File: src/rtl/multicycle_controller.sv
// Control FSM for the multi-cycle MIPS datapath: sequences fetch, decode, execute,
// memory and write-back over a shared ready-handshaked memory, with halt/fault status.
module multicycle_controller #(
  parameter int COUNT_W    = 32,
  parameter int WAIT_LIMIT = 16
) (
  input  logic               clk,
  input  logic               rst_n,
  input  logic [5:0]         op_code,
  input  logic               zero_flag,
  input  logic               mem_ready,
  output logic               mem_read,
  output logic               mem_write,
  output logic               iord,
  output logic               ir_write,
  output logic               reg_write,
  output logic               reg_dst,
  output logic               mem_to_reg,
  output logic               alu_src_a,
  output logic [1:0]         alu_src_b,
  output logic [1:0]         alu_op,
  output logic [1:0]         pc_source,
  output logic               pc_en,
  output logic [3:0]         state,
  output logic [COUNT_W-1:0] instr_count,
  output logic               halted,
  output logic               illegal_op,
  output logic               mem_timeout
);

  typedef enum logic [3:0] {
    S_FETCH     = 4'd0,
    S_DECODE    = 4'd1,
    S_MEM_ADDR  = 4'd2,
    S_MEM_READ  = 4'd3,
    S_MEM_WB    = 4'd4,
    S_MEM_WRITE = 4'd5,
    S_EXECUTE   = 4'd6,
    S_R_WB      = 4'd7,
    S_BRANCH    = 4'd8,
    S_HALT      = 4'd9
  } state_e;

  localparam logic [5:0] OP_RTYPE = 6'b000000;
  localparam logic [5:0] OP_LW    = 6'b100011;
  localparam logic [5:0] OP_SW    = 6'b101011;
  localparam logic [5:0] OP_BEQ   = 6'b000100;

  // Counter just wide enough to hold WAIT_LIMIT itself.
  localparam int WAIT_W = (WAIT_LIMIT < 1) ? 1 : $clog2(WAIT_LIMIT + 1);
  localparam logic [WAIT_W-1:0] WAIT_MAX = WAIT_W'(WAIT_LIMIT);

  state_e             state_q, state_d;
  logic [WAIT_W-1:0]  wait_q, wait_d;
  logic [COUNT_W-1:0] count_q, count_d;
  logic               illegal_q, illegal_d;
  logic               timeout_q, timeout_d;

  logic pc_write;
  logic pc_write_cond;
  logic wait_expired;
  logic set_illegal;
  logic set_timeout;
  logic mem_state;
  logic retire;

  // NOTE: every signal written here gets a default first, so no path can infer a latch.
  always_comb begin
    state_d       = state_q;
    mem_read      = 1'b0;
    mem_write     = 1'b0;
    iord          = 1'b0;
    ir_write      = 1'b0;
    reg_write     = 1'b0;
    reg_dst       = 1'b0;
    mem_to_reg    = 1'b0;
    alu_src_a     = 1'b0;
    alu_src_b     = 2'b00;
    alu_op        = 2'b00;
    pc_source     = 2'b00;
    pc_write      = 1'b0;
    pc_write_cond = 1'b0;
    set_illegal   = 1'b0;
    set_timeout   = 1'b0;
    mem_state     = 1'b0;

    // A completing access (mem_ready=1) always wins over an expiring wait.
    wait_expired = (WAIT_LIMIT != 0) && (wait_q == WAIT_MAX) && !mem_ready;

    case (state_q)
      S_FETCH: begin
        mem_state = 1'b1;
        mem_read  = 1'b1;
        alu_src_b = 2'b01;
        ir_write  = mem_ready;
        pc_write  = mem_ready;
        if (mem_ready) begin
          state_d = S_DECODE;
        end else if (wait_expired) begin
          state_d     = S_HALT;
          set_timeout = 1'b1;
        end
      end
      S_DECODE: begin
        alu_src_b = 2'b11;
        case (op_code)
          OP_RTYPE:     state_d = S_EXECUTE;
          OP_LW, OP_SW: state_d = S_MEM_ADDR;
          OP_BEQ:       state_d = S_BRANCH;
          default: begin
            state_d     = S_HALT;
            set_illegal = 1'b1;
          end
        endcase
      end
      S_MEM_ADDR: begin
        alu_src_a = 1'b1;
        alu_src_b = 2'b10;
        state_d   = (op_code == OP_LW) ? S_MEM_READ : S_MEM_WRITE;
      end
      S_MEM_READ: begin
        mem_state = 1'b1;
        mem_read  = 1'b1;
        iord      = 1'b1;
        if (mem_ready) begin
          state_d = S_MEM_WB;
        end else if (wait_expired) begin
          state_d     = S_HALT;
          set_timeout = 1'b1;
        end
      end
      S_MEM_WB: begin
        reg_write  = 1'b1;
        mem_to_reg = 1'b1;
        state_d    = S_FETCH;
      end
      S_MEM_WRITE: begin
        mem_state = 1'b1;
        mem_write = 1'b1;
        iord      = 1'b1;
        if (mem_ready) begin
          state_d = S_FETCH;
        end else if (wait_expired) begin
          state_d     = S_HALT;
          set_timeout = 1'b1;
        end
      end
      S_EXECUTE: begin
        alu_src_a = 1'b1;
        alu_op    = 2'b10;
        state_d   = S_R_WB;
      end
      S_R_WB: begin
        reg_write = 1'b1;
        reg_dst   = 1'b1;
        state_d   = S_FETCH;
      end
      S_BRANCH: begin
        alu_src_a     = 1'b1;
        alu_op        = 2'b01;
        pc_write_cond = 1'b1;
        pc_source     = 2'b01;
        state_d       = S_FETCH;
      end
      S_HALT:  state_d = S_HALT;
      default: state_d = S_FETCH;
    endcase

    pc_en = pc_write | (pc_write_cond & zero_flag);

    // Counter only runs while stalled in the same memory state; any entry or exit clears it.
    if (mem_state && (state_d == state_q) && !mem_ready) begin
      wait_d = wait_q + 1'b1;
    end else begin
      wait_d = '0;
    end

    retire = (state_d == S_FETCH) &&
             ((state_q == S_MEM_WB) || (state_q == S_MEM_WRITE) ||
              (state_q == S_R_WB)   || (state_q == S_BRANCH));
    count_d   = retire ? count_q + COUNT_W'(1) : count_q;
    illegal_d = illegal_q | set_illegal;
    timeout_d = timeout_q | set_timeout;
  end

  // NOTE: state registers use non-blocking assignments so every flop samples pre-edge values.
  always_ff @(posedge clk or negedge rst_n) begin
    if (!rst_n) begin
      state_q   <= S_FETCH;
      wait_q    <= '0;
      count_q   <= '0;
      illegal_q <= 1'b0;
      timeout_q <= 1'b0;
    end else begin
      state_q   <= state_d;
      wait_q    <= wait_d;
      count_q   <= count_d;
      illegal_q <= illegal_d;
      timeout_q <= timeout_d;
    end
  end

  assign state       = state_q;
  assign instr_count = count_q;
  assign halted      = (state_q == S_HALT);
  assign illegal_op  = illegal_q;
  assign mem_timeout = timeout_q;

endmodule

File: config.mk
export PLATFORM = sky130hd
export DESIGN_NAME = multicycle_controller
export DESIGN_NICKNAME = d
export VERILOG_FILES = /design/src/rtl/multicycle_controller.sv
export SDC_FILE = /design/constraint.sdc
export NUM_CORES = 1
export LEC_CHECK = 0
export BUFFER_PORTS_ARGS = -buffer_cell sky130_fd_sc_hd__buf_2
export CAP_MARGIN = 15
export CORE_MARGIN = 5
export CORE_UTILIZATION = 48
export CTS_CLUSTER_DIAMETER = 100
export DETAILED_ROUTE_END_ITERATION = 12
export GPL_TIMING_DRIVEN = 0
export PLACE_DENSITY = 0.76
export SETUP_SLACK_MARGIN = 0.15
export SLEW_MARGIN = 20
export SYNTH_ARGS = -nofsm -noshare
export SYNTH_HDL_FRONTEND = slang
export SYNTH_SLANG_ARGS = --single-unit
File: constraint.sdc
create_clock -name clk -period 1.9 [get_ports clk]
set_input_delay 0.285 -clock clk [delete_from_list [all_inputs] [get_ports clk]]
set_output_delay 0.285 -clock clk [all_outputs]
set_load 0.005 [all_outputs]
Word level (Yosys, flattened, before mapping)
Cells that the tools add are included.

Register bits after elaboration: 43. Output and inout bits: 54.

Add/subtract/negate cells: 2. Equal/unequal tests: 14. Muxes and demuxes: 26. Bitwise gates (word level): 4. Reductions and logical operators: 18.

Operators with widths (number): adder 32 x 1 -> 32 bit (second input constant) (1); one-hot mux 4 bit (7 select lines) (1); equality test 4 x 3 -> 1 bit (second input constant) (4); 2-to-1 mux 1 bit (16); 2-to-1 mux 4 bit (4); equality test 6 bit (second input constant) (2); one-hot mux 4 bit (3 select lines) (1); equality test 4 x 2 -> 1 bit (second input constant) (2); equality test 4 bit (second input constant) (2); logical NOT 4 bit (2); OR reduction 2 bit (4); equality test 6 x 3 -> 1 bit (second input constant) (1); logical NOT 6 bit (1); one-hot mux 2 bit (3 select lines) (1); OR reduction 3 bit (2); adder 5 x 1 -> 5 bit (second input constant) (1); equality test 5 bit (second input constant) (1); 2-to-1 mux 5 bit (1); equality test 4 x 1 -> 1 bit (second input constant) (1); equality test 4 bit (1); logical AND 1 bit (4); one-hot mux 2 bit (2 select lines) (1); OR reduction 4 bit (1); logical OR 1 bit (3); 4 further kinds (6).

Logic depth before layout (Yosys ltp)
Gate-level depths: netlist of run 1.

Depth in word-level cells: 9. Gate-level depth with buffers: 8.

Least setup slack after synthesis of run 1
OpenSTA, ideal clock, no wires.

Path type: register to register. Start point: reg wait_q[0]. End point: reg count_q[13] (netlist: instr_count[13]). Library setup time: 0.079 ns. Arrival time: 1.909 ns. Setup slack: -0.089 ns. Stages on the path, launching flop included: 9. Buffers on the path: 1. Path through: dfrtp_1 -> inv_1 -> ha_1 -> nor4bb_1 -> o31a_1 -> o21ai_4 -> buf_2 -> nor4_2 -> xor2_1.

Word-level cells in the longest chain between the ends: 7. Elaborated cells between the ends (all ways): 9. Those cells by class: eq/ne: 1; mux: 5; reduce/logical: 3.

RTL lines: from (decl) (RTL line 54) `logic [WAIT_W-1:0] wait_q, wait_d;`; from (signal assigned) (RTL line 196) `wait_q <= wait_d;`; equality test 5 bit * (RTL line 88) `wait_expired = (WAIT_LIMIT != 0) && (wait_q == WAIT_MAX) && !mem_ready;`; logical AND 1 bit * (RTL line 88); 2-to-1 mux 4 bit * (RTL line 99, 127, 143); 2-to-1 mux 4 bit (on tied branches) (RTL line 141, 125, 97); one-hot mux 4 bit (7 select lines) * (RTL line 90) `case (state_q)`; logical NOT 4 bit * (RTL line 178) `retire = (state_d == S_FETCH) &&`; logical AND 1 bit * (RTL line 178); to (signal assigned) (RTL line 197) `count_q <= count_d;`; to (decl) (RTL line 55) `logic [COUNT_W-1:0] count_q, count_d;`.

Mark *: on every way between the ends. The rest lies on a longest branch, timed or not. A chain may end at the register's enable or synchronous reset.

Worst setup path in the final report of run 1
Start point: reg state_q[2] (netlist: state[2]). End point: reg count_q[11] (netlist: instr_count[11]).

Word-level cells in the longest chain between the ends: 5. Elaborated cells between the ends (all ways): 20. Those cells by class: eq/ne: 9; mux: 5; reduce/logical: 6.

RTL lines: from (decl) (RTL line 53) `state_e state_q, state_d;`; from (signal assigned) (RTL line 195) `state_q <= state_d;`; 2-to-1 mux 4 bit (tied with other cells) (RTL line 99, 127, 143); 2-to-1 mux 4 bit (tied with other cells) (RTL line 141) `if (mem_ready) begin`; one-hot mux 4 bit (7 select lines) / logical OR 1 bit (equally long branches) (RTL line 90, 179); logical NOT 4 bit / logical OR 1 bit (equally long branches) (RTL line 178, 180); logical AND 1 bit * (RTL line 178).

Marks and branches as above.

==> qor.yml, run 1 <==
fmax_ghz: 0.455
fin_ws_ns: -0.298
n_fill_cell: 319
cp_max_fo: 10
ios: 64
fin_util_pct: 77.7
drt_pre_antenna_iters: 4
synthFlopType: "dfrtp_1"
rows: 26
nets: 361
clock_skew_ns: 0.0141
timing.final.crit_share_pct: 116
seq_area_frac_synth_pct: 43.0
min_path_type: "input port to async pin"
cts_tree: "done"
irDropWorstVdd_mv: 0.783
grt_use_total_pct: 22.5
power.leakage_uw: 0.00176
cp_data_arrival_time_ns: 2.41
path_common_cell: "buf_8"
die_x_um: 82.2
start_util_pct: 49.3
grtUsageMet2_pct: 37.4
worstSkewPairLatency_ns: 0.31
hold_viol_final: 0
crit_chain: "buf_6, buf_8, inv_4, a31oi_4, a311o_2, buf_8, nor4_4, xor2_1"
wl_mm: 8.44
core_area_um2: 5070
syn_inst: 250
cts_max_level: 2
grt_overflow_total: 0
synth_edf_count: 0
place.gp.congestion: 0.905
r2r-end: "instr_count[11]"
powerDensity_nw_per_um2: 975
fp.dieH_um: 82.2
path_class: "flip-flop to flip-flop"
grt_setup_unrepaired: "true"
cts.clk_slew.worst_paths_ns: 0.10
critPathCaptureType: "flip-flop"
root_buffer: "clkbuf_8"
syn2layout_area_growth_pct: 57.7
antenna_found_initial: 0
numCtsBuffers: 5
critical_path_required_ns: 2.11
worst_pin_slew_ns: 0.946
grt-busiest-layer: "met2"
pre_cts_slack_ns: -0.267
synth_nets: 263
wl_per_cell_um: 20.1
netlist_area_um2: 2500
reg2reg_slack_ns: -0.30
drt-vias-per-instance: 6.05
r2r_start: "state[2]"
cap_violations: 0
drtIter0Drc: 194
period_minus_slack_ns: 2.20
dieArea_um2: 6750
critPathLaunchType: "flip-flop"
finalSetupViolCount: 37
synth_cell_type_count: 47
synthArstFlopShare_pct: 100
portBuffers: 62
mostFrequentLayoutCell: "buf_2"
cts_sinks: 43
grt_util_met3_pct: 4.99
crit_slowest_cell: "a311o_2"
n_antenna_cell: 0
grt_first_pass_wirelength_mm: 11.5
vias: 2534
drcViolationCount: 0
cpPeakStageDelay_ns: 0.49
status: "complete, but fails checks"
hpwl_mm: 4.39
slew_viol_final: 0
antenna_left: 0
ys_ff_latch: 43
ff2ff_path_depth: 8
violations: "setup timing"
clock_path_buffers: 2
gr-usage-met1_pct: 28.2
grt_max_degree: 44
ys_warn_count: 0
syn_avg_cell_area_um2: 10.0
grt_pass1_vias: 2333
layout_common_cells: "buf_2, dfrtp_1, xor2_1, buf_4"
maxSlewHeadroom_pct: 36.9
drive_gt1_share_pct: 51.9
==> synth_stat cells, drive strengths merged, types with 2 or more instances <==
library cell / instances / area share, %
a211o: 2 / 0.70
a21oi: 2 / 0.40
a311o: 2 / 0.80
and3: 3 / 0.75
and4: 2 / 0.70
buf: 11 / 3.3
dfrtp: 43 / 43
ha: 3 / 1.5
inv: 13 / 2.0
nand2: 14 / 2.1
nand2b: 3 / 0.75
nand3: 17 / 3.4
nand4: 5 / 1.3
nor2: 19 / 3.0
nor3: 18 / 3.6
nor4: 23 / 8.8
nor4b: 2 / 1.3
o2111ai: 2 / 0.70
o21ai: 8 / 2.1
or2: 4 / 1.0
xnor2: 8 / 3.1
xor2: 28 / 9.8
==> logic make-up (layout without fill, tap and decap cells) <==
logic type,Yosys count,in the layout,share of synthesized area [%]
simple gates,116,116,28.8
flops,43,43,43.0
xor+xnor,36,36,12.9
compound gates,25,25,7.60
buf+inv,24,123,5.20
fa+ha+maj,3,3,1.50
mux,2,2,0.850
other cells,1,1,0.150
==> where the power goes <==
| group | switching, uW | internal (uW) | leakage, uW |
|---|---|---|---|
| clock | 356 | 433 | 0.0000618 |
| combinational | 1010 | 864 | 0.00115 |
| sequential | 159 | 1020 | 0.000548 |
==> registers in the layout, summed over array words and instances, names as in the netlist <==
register / count
state: 4
illegal_op: 1
instr_count: 32
mem_timeout: 1
wait_q: 5
==> worst max-delay path by stage <==
stage	to	slack [ns]	startpoint	cells after the start
final	instr_count[11]	-0.30	state[2]	8
after detailed placement	instr_count[25]	-0.27	instr_count[2]	5
after CTS	instr_count[16]	-0.10	state[2]	8
after floorplan	instr_count[13]	-0.07	wait_q[0]	8
after global placement	instr_count[13]	-0.25	wait_q[0]	8
after global routing	instr_count[11]	-0.35	state[2]	8
==> per-layer routing <==
layer	part of all wire (%)	routed length [um]
met1	38	3190
met2	51	4310
met3	6.6	555
met4	4.6	387
met5	0	0
==> timing repair <==
item	4_1_cts	5_1_grt
pin swaps	16	26
resized for setup	48	48
hold buffers	0	0
setup endpoints to repair	43	46
gates cloned	2	1
setup buffers	13	13
==> metrics by stage <==
step                std cells  power (uW)  area (um^2)  TNS (ns)  hold slack (ns)
finish                    419        3850         3940     -5.52            0.106
global route              419        4050         3940     -8.36            0.200
CTS                       405        3380         3580     -2.59            0.142
detailed placement        382        2260         3030     -6.22            0.458
global placement          382        2250         3030     -5.62            0.448
floorplan                 250        1890         2640    -0.603          -0.0106
==> worst max-delay path: cells and delay by family, from the launching register on <==
kind            cells  cell delay [ns]
buf+inv             4             0.55
compound gates      2             0.57
flops               1             0.39
simple gates        1             0.29
xor+xnor            1             0.29
==> area by class of cell <==
class	count	area [um^2]	share of cell area, %
buffer	11	154	3.90
clock buffer	6	82.6	2.09
clock inverter	2	38.8	0.984
inverter	13	56.3	1.43
multi-input combinational	183	1810	46.0
sequential	43	1080	27.4
tap	70	87.6	2.22
timing repair buffer	91	631	16.0
(Power assumes the default switching activity.)
==> inputs of run 2 (changes only) <==
Settings changed: CAP_MARGIN 15 to default, CORE_UTILIZATION 48 to 50, CTS_BUF_LIST from default to sky130_fd_sc_hd__clkbuf_4 sky130_fd_sc_hd__clkbuf_8, PLACE_DENSITY 0.76 to 0.83.
==> run 2 against run 1 <==
Effect of this change:
- the run still ends with setup timing left
- flip-flop and latch count did not move
- non-clock buffer count grew 5
- via count increased by 0.12%
- cell count rose by 0.48%
- final area decreased by 1.7%
- sequential power about the same
- setup slack improved by 0.094 ns
- combinational power down 2%
==> qor.yml, run 2 (synthesized netlist as in run 1, its figures left out) <==
cp_data_arrival_time_ns: 2.32  # was 2.41 ns
pwr-share-clk_pct: 16.0  # was 20.5%
reg2reg_slack_ns: -0.20  # was -0.30 ns
grt_first_pass_wirelength_mm: 12.2  # was 11.5 mm
cts_tree: "done"  # unchanged
cts.clk_slew.worst_paths_ns: 0.09  # was 0.10 ns
timing.final.crit_share_pct: 111  # was 116%
p_seq_share_pct: 33.3  # was 30.7%
grt_pass1_vias: 2334  # was 2333
p_comb_share_pct: 50.7  # was 48.8%
drtIter0Drc: 317  # was 194
worstSkewPairLatency_ns: 0.31  # about the same
portBuffers: 62  # unchanged
grt_use_total_pct: 24.4  # was 22.5%
mostFrequentLayoutCell: "buf_2"  # unchanged
critPathLaunchType: "flip-flop"  # unchanged
crit_slowest_cell: "dfrtp_2"  # was a311o_2
clock_path_buffers: 2  # unchanged
cpPeakStageDelay_ns: 0.50  # was 0.49 ns
fp.dieH_um: 80.7  # was 82.2 um
irDropWorstVdd_mv: 0.779  # was 0.783 mV
dp_cells: 379  # was 382
min_path_type: "input port to async pin"  # unchanged
p_switching_uw: 1510  # was 1530 uW
worst_pin_slew_ns: 0.952  # was 0.946 ns
cap_violations: 0  # unchanged
wl_per_cell_um: 20.1  # about the same
cp.buffers_inverters: 2  # was 4
start_util_pct: 52.3  # was 49.3%
crit_cells: 7  # was 8
clock_skew_ns: 0.0128  # was 0.0141 ns
finalSetupViolCount: 36  # was 37
slew_viol_final: 0  # unchanged
crit_chain: "buf_6, nor2_4, and2_4, a311o_2, buf_12, nor4_4, xor2_1"  # was buf_6, buf_8, inv_4, a31oi_4, a311o_2, buf_8, nor4_4, xor2_1
hold_ws_ns: 0.115  # was 0.106 ns
grt_overflow_total: 0  # unchanged
drive_gt1_share_pct: 53.4  # was 51.9%
n_antenna_cell: 0  # unchanged
fin_ws_ns: -0.204  # was -0.298 ns
status: "complete, but fails checks"  # unchanged
drt_pre_antenna_iters: 5  # was 4
largest_reg_flops: 32  # unchanged
drt-vias-per-instance: 6.03  # was 6.05
ios: 64  # unchanged
dieArea_um2: 6520  # was 6750 um^2
fmax_ghz: 0.475  # was 0.455 GHz
antenna_left: 0  # unchanged
hold_viol_final: 0  # unchanged
layout_common_cells: "buf_2, dfrtp_1, xor2_1, buf_4, buf_6"  # was buf_2, dfrtp_1, xor2_1, buf_4
p_int_uw: 2120  # was 2320 uW
vias: 2537  # was 2534
wl_mm: 8.45  # was 8.44 mm
antenna_found_initial: 0  # unchanged
period_minus_slack_ns: 2.10  # was 2.20 ns
maxSlewHeadroom_pct: 36.6  # was 36.9%
drcViolationCount: 0  # unchanged
crit_start: "state[1]"  # was state[2]
crit_family: "flip-flops"  # was compound AO/OA/AOI/OAI gates
grt_setup_unrepaired: "true"  # unchanged
p_total_uw: 3640  # was 3850 uW
nets: 366  # was 361
cts_sinks: 43  # unchanged
placed_cell_area_um2: 3030  # about the same
numCtsBuffers: 5  # unchanged
r2r_start: "state[1]"  # was state[2]
violations: "setup timing"  # unchanged
power.leakage_uw: 0.00175  # was 0.00176 uW
cp_max_fo: 7  # was 10
path_class: "flip-flop to flip-flop"  # unchanged
cts_max_level: 2  # unchanged
rows: 25  # was 26
fin_area_um2: 3870  # was 3940 um^2
hpwl_mm: 4.42  # was 4.39 mm
core_area_um2: 4790  # was 5070 um^2
critical_path_required_ns: 2.11  # about the same
place.gp.congestion: 0.913  # was 0.905
p_sw_share_pct: 41.6  # was 39.7%
die_x_um: 80.7  # was 82.2 um
ff2ff_path_depth: 7  # was 8
powerDensity_nw_per_um2: 939  # was 975 nW/um^2
grt_max_degree: 44  # unchanged
root_buffer: "clkbuf_8"  # unchanged
syn2layout_area_growth_pct: 54.9  # was 57.7%
crit_path_end: "instr_count[17]"  # was instr_count[11]
critPathCaptureType: "flip-flop"  # unchanged
post_layout_nonfiller_instances: 421  # was 419
r2r-end: "instr_count[17]"  # was instr_count[11]
run 2: area by class of cell:
type | count | area, um^2
multi-input cells | 183 | 1780
flip-flops and latches | 43 | 1080
fillers | 244 | 911
repair buffers | 96 | 637
plain buffers | 11 | 150
well taps | 67 | 83.8
clock buffers | 5 | 68.8
inverters | 13 | 58.8
clock inverters | 3 | 15.0
run 2: per-stage QoR:
step	TNS, ns	util (%)	setup WS (ns)
finish	-4.12	81.0	-0.204
CTS	-1.46	73.6	-0.0933
detailed placement	-6.56	63.3	-0.286
floorplan	-0.603	-	-0.0724
global placement	-5.34	63.3	-0.265
global route	-6.82	81.0	-0.272
run 2: worst min path at each step:
stage,startpoint,end,slack (ns),depth (start not counted)
2_1_floorplan,rst_n,illegal_op,-0.01,0
3_3_place_gp,instr_count[31],instr_count[31],0.45,1
3_5_place_dp,instr_count[31],instr_count[31],0.46,1
4_1_cts,rst_n,instr_count[23],0.16,1
5_1_grt,rst_n,instr_count[22],0.20,1
6_report,rst_n,instr_count[22],0.12,1
run 2: power groups by stage:
stage	registers (uW)	clock network (uW)	logic, uW
after CTS	1190	579	1440
after floorplan	1180	0	715
final	1210	583	1840
after global placement	1190	0	1060
after detailed placement	1200	0	1080
after global routing	1220	623	1960
run 2: repair_timing:
item	in CTS	in global routing
pin swaps	14	22
gates resized for setup	53	44
setup endpoints to repair	43	48
hold buffers	0	0
endpoints found under the hold margin	0	0
buffers inserted	15	17
cloned	1	1
run 2: routing by layer:
layer  track usage, %  vias to the layer above  wire length [um]
met2             41.9                      148              4180
met1             30.8                     1243              3380
met4             9.29                        0               357
met3             4.04                       41               532
li1                 -                     1105                 -
met5                0                        -                 0
==> inputs of run 3 (changes only) <==
Settings changed: CELL_PAD_IN_SITES_DETAIL_PLACEMENT from default to 1, CELL_PAD_IN_SITES_GLOBAL_PLACEMENT from default to 1, CORE_UTILIZATION 50 to 38.
==> run 3 against run 2 <==
Effect of this change:
- the run still ends with setup timing left
- maximum frequency is 7.1% lower
- clock power is 6.9% higher
- utilization is 15 points lower
- setup slack worse by 0.16 ns
- via count is 9.9% higher
- largest cell class unchanged
- sequential share of layout area is 2.0 points lower
- flip-flop and latch count stayed put
- die area is 27% higher
- cell count is 5.0% higher
- clock skew is 0.0015 ns higher
==> qor.yml, run 3 (synthesized netlist as in run 1, its figures left out) <==
path_common_cell: "buf_6"
grt_setup_unrepaired: "true"  # unchanged
nets: 377  # was 366
start_util_pct: 39.2  # was 52.3%
numCtsBuffers: 5  # unchanged
finalSetupViolCount: 40  # was 36
n_antenna_cell: 0  # unchanged
crit_slowest_cell: "dfrtp_2"  # unchanged
drt_pre_antenna_iters: 5  # unchanged
largest_reg_flops: 32  # unchanged
cts_tree: "done"  # unchanged
min_path_type: "input port to async pin"  # unchanged
n_fill_cell: 680  # was 244
power.leakage_uw: 0.00184  # was 0.00175 uW
antenna_found_initial: 0  # unchanged
pre_cts_slack_ns: -0.345  # was -0.286 ns
slew_viol_final: 0  # unchanged
irDropWorstVdd_mv: 0.685  # was 0.779 mV
grt_overflow_total: 0  # unchanged
crit_family: "buffers and inverters"  # was flip-flops
fin_ws_ns: -0.364  # was -0.204 ns
r2r-end: "instr_count[1]"  # was instr_count[17]
cp_max_fo: 7  # unchanged
wl_mm: 12.2  # was 8.45 mm
clock_path_buffers: 2  # unchanged
grt_pass1_vias: 2618  # was 2334
mostFrequentLayoutCell: "buf_2"  # unchanged
critPathLaunchType: "flip-flop"  # unchanged
drcViolationCount: 0  # unchanged
fmax_ghz: 0.442  # was 0.475 GHz
hold_viol_final: 0  # unchanged
path_class: "flip-flop to flip-flop"  # unchanged
period_minus_slack_ns: 2.26  # was 2.10 ns
crit_start: "state[1]"  # unchanged
cts_sinks: 43  # unchanged
status: "complete, but fails checks"  # unchanged
violations: "setup timing"  # unchanged
r2r_start: "state[1]"  # unchanged
cp.buffers_inverters: 4  # was 2
worst_pin_slew_ns: 0.912  # was 0.952 ns
hold_ws_ns: 0.419  # was 0.115 ns
cap_violations: 0  # unchanged
rows: 29  # was 25
fp.dieH_um: 91.1  # was 80.7 um
drt-vias-per-instance: 6.31  # was 6.03
grt_use_total_pct: 22.4  # was 24.4%
cts_max_level: 2  # unchanged
tns_ns: -9.53  # was -4.12 ns
crit_chain: "buf_8, buf_4, nand3b_1, o31a_1, buf_6, o21ai_4, buf_6, nor2_4, mux2_2"  # was buf_6, nor2_4, and2_4, a311o_2, buf_12, nor4_4, xor2_1
portBuffers: 62  # unchanged
critPathCaptureType: "flip-flop"  # unchanged
critical_path_required_ns: 2.09  # was 2.11 ns
cts.clk_slew.worst_paths_ns: 0.09  # about the same
cp_data_arrival_time_ns: 2.46  # was 2.32 ns
ff2ff_path_depth: 9  # was 7
grt_max_degree: 44  # unchanged
reg2reg_slack_ns: -0.36  # was -0.20 ns
clock_skew_ns: 0.0144  # was 0.0128 ns
antenna_left: 0  # unchanged
cpPeakStageDelay_ns: 0.53  # was 0.50 ns
timing.final.crit_share_pct: 119  # was 111%
syn2layout_area_growth_pct: 67.2  # was 54.9%
drtIter0Drc: 169  # was 317
drive_gt1_share_pct: 55.6  # was 53.4%
root_buffer: "clkbuf_8"  # unchanged
grt_first_pass_wirelength_mm: 14.9  # was 12.2 mm
powerDensity_nw_per_um2: 966  # was 939 nW/um^2
ios: 64  # unchanged
vias: 2787  # was 2537
hpwl_mm: 5.20  # was 4.42 mm
worstSkewPairLatency_ns: 0.32  # was 0.31 ns
layout_common_cells: "buf_2, dfrtp_1, buf_4, xor2_1, nor4_4"  # was buf_2, dfrtp_1, xor2_1, buf_4, buf_6
core_area_um2: 6390  # was 4790 um^2
maxSlewHeadroom_pct: 38.6  # was 36.6%
die_x_um: 91.1  # was 80.7 um
wl_per_cell_um: 27.7  # was 20.1 um
dieArea_um2: 8300  # was 6520 um^2
place.gp.congestion: 0.844  # was 0.913
run 3: cell types whose count changed in the layout (fill, tap and decap cells not counted), sizes merged:
cell and delta:
clkbuf +2, clkinv -2, clkinvlp +1, buf +9, dlygate4sd3 +1
run 3: cell type report:
type / count / area, um^2 / area share (%)
inverters: 13 / 53.8 / 1.29
flip-flops and latches: 43 / 1080 / 25.9
repair buffers: 107 / 805 / 19.2
clock buffers: 6 / 76.3 / 1.83
multi-input cells: 183 / 1900 / 45.5
well taps: 77 / 96.3 / 2.30
clock inverters: 2 / 12.5 / 0.299
plain buffers: 11 / 154 / 3.68
run 3: how the worst max path moves through the flow:
stage                            to  slack, ns  depth (start not counted)
global placement    instr_count[21]      -0.30                          5
CTS                 instr_count[17]      -0.11                          7
finish               instr_count[1]      -0.36                          9
global route         instr_count[1]      -0.38                          9
detailed placement  instr_count[21]      -0.35                          5
floorplan           instr_count[13]      -0.07                          8
run 3: per-layer routing:
metal / vias to the layer above / global-route usage (%) / share of wire [%]
met5: - / 0 / 0
met4: 0 / 6.97 / 5.8
met1: 1434 / 27.9 / 39
met2: 154 / 38.7 / 50
met3: 60 / 4.71 / 5.5
li1: 1139 / - / -
run 3: metrics by stage:
| step | cell area [um^2] | cells | util, % | power [uW] |
|---|---|---|---|---|
| global route | 4180 | 442 | 65.5 | 4190 |
| global placement | 3040 | 389 | 47.6 | 2280 |
| floorplan | 2640 | 250 | - | 1890 |
| CTS | 3670 | 418 | 57.4 | 3370 |
| finish | 4180 | 442 | 65.5 | 4040 |
| detailed placement | 3040 | 389 | 47.6 | 2310 |
run 3: worst reg2reg max path: stages (launching register included):
cell and delay (ns):
dfrtp_2 0.53, buf_8 0.18, buf_4 0.12, nand3b_1 0.10
o31a_1 0.15, buf_6 0.15, o21ai_4 0.40, buf_6 0.18
nor2_4 0.04, mux2_2 0.27
run 3: what timing repair did:
action                                  CTS  global route
hold endpoints to repair                  0            15
hold buffers                              0             1
endpoints found under the setup margin   44            48
pin swaps                                16            38
setup buffers                            20            20
gates resized for setup                  63            51
gates cloned                              1             2
run 3: report_power, final:
| group | internal, uW | total (uW) | switching (uW) |
|---|---|---|---|
| clock | 272 | 623 | 351 |
| sequential | 1030 | 1200 | 173 |
| combinational | 974 | 2220 | 1250 |
| total | 2270 | 4040 | 1770 |
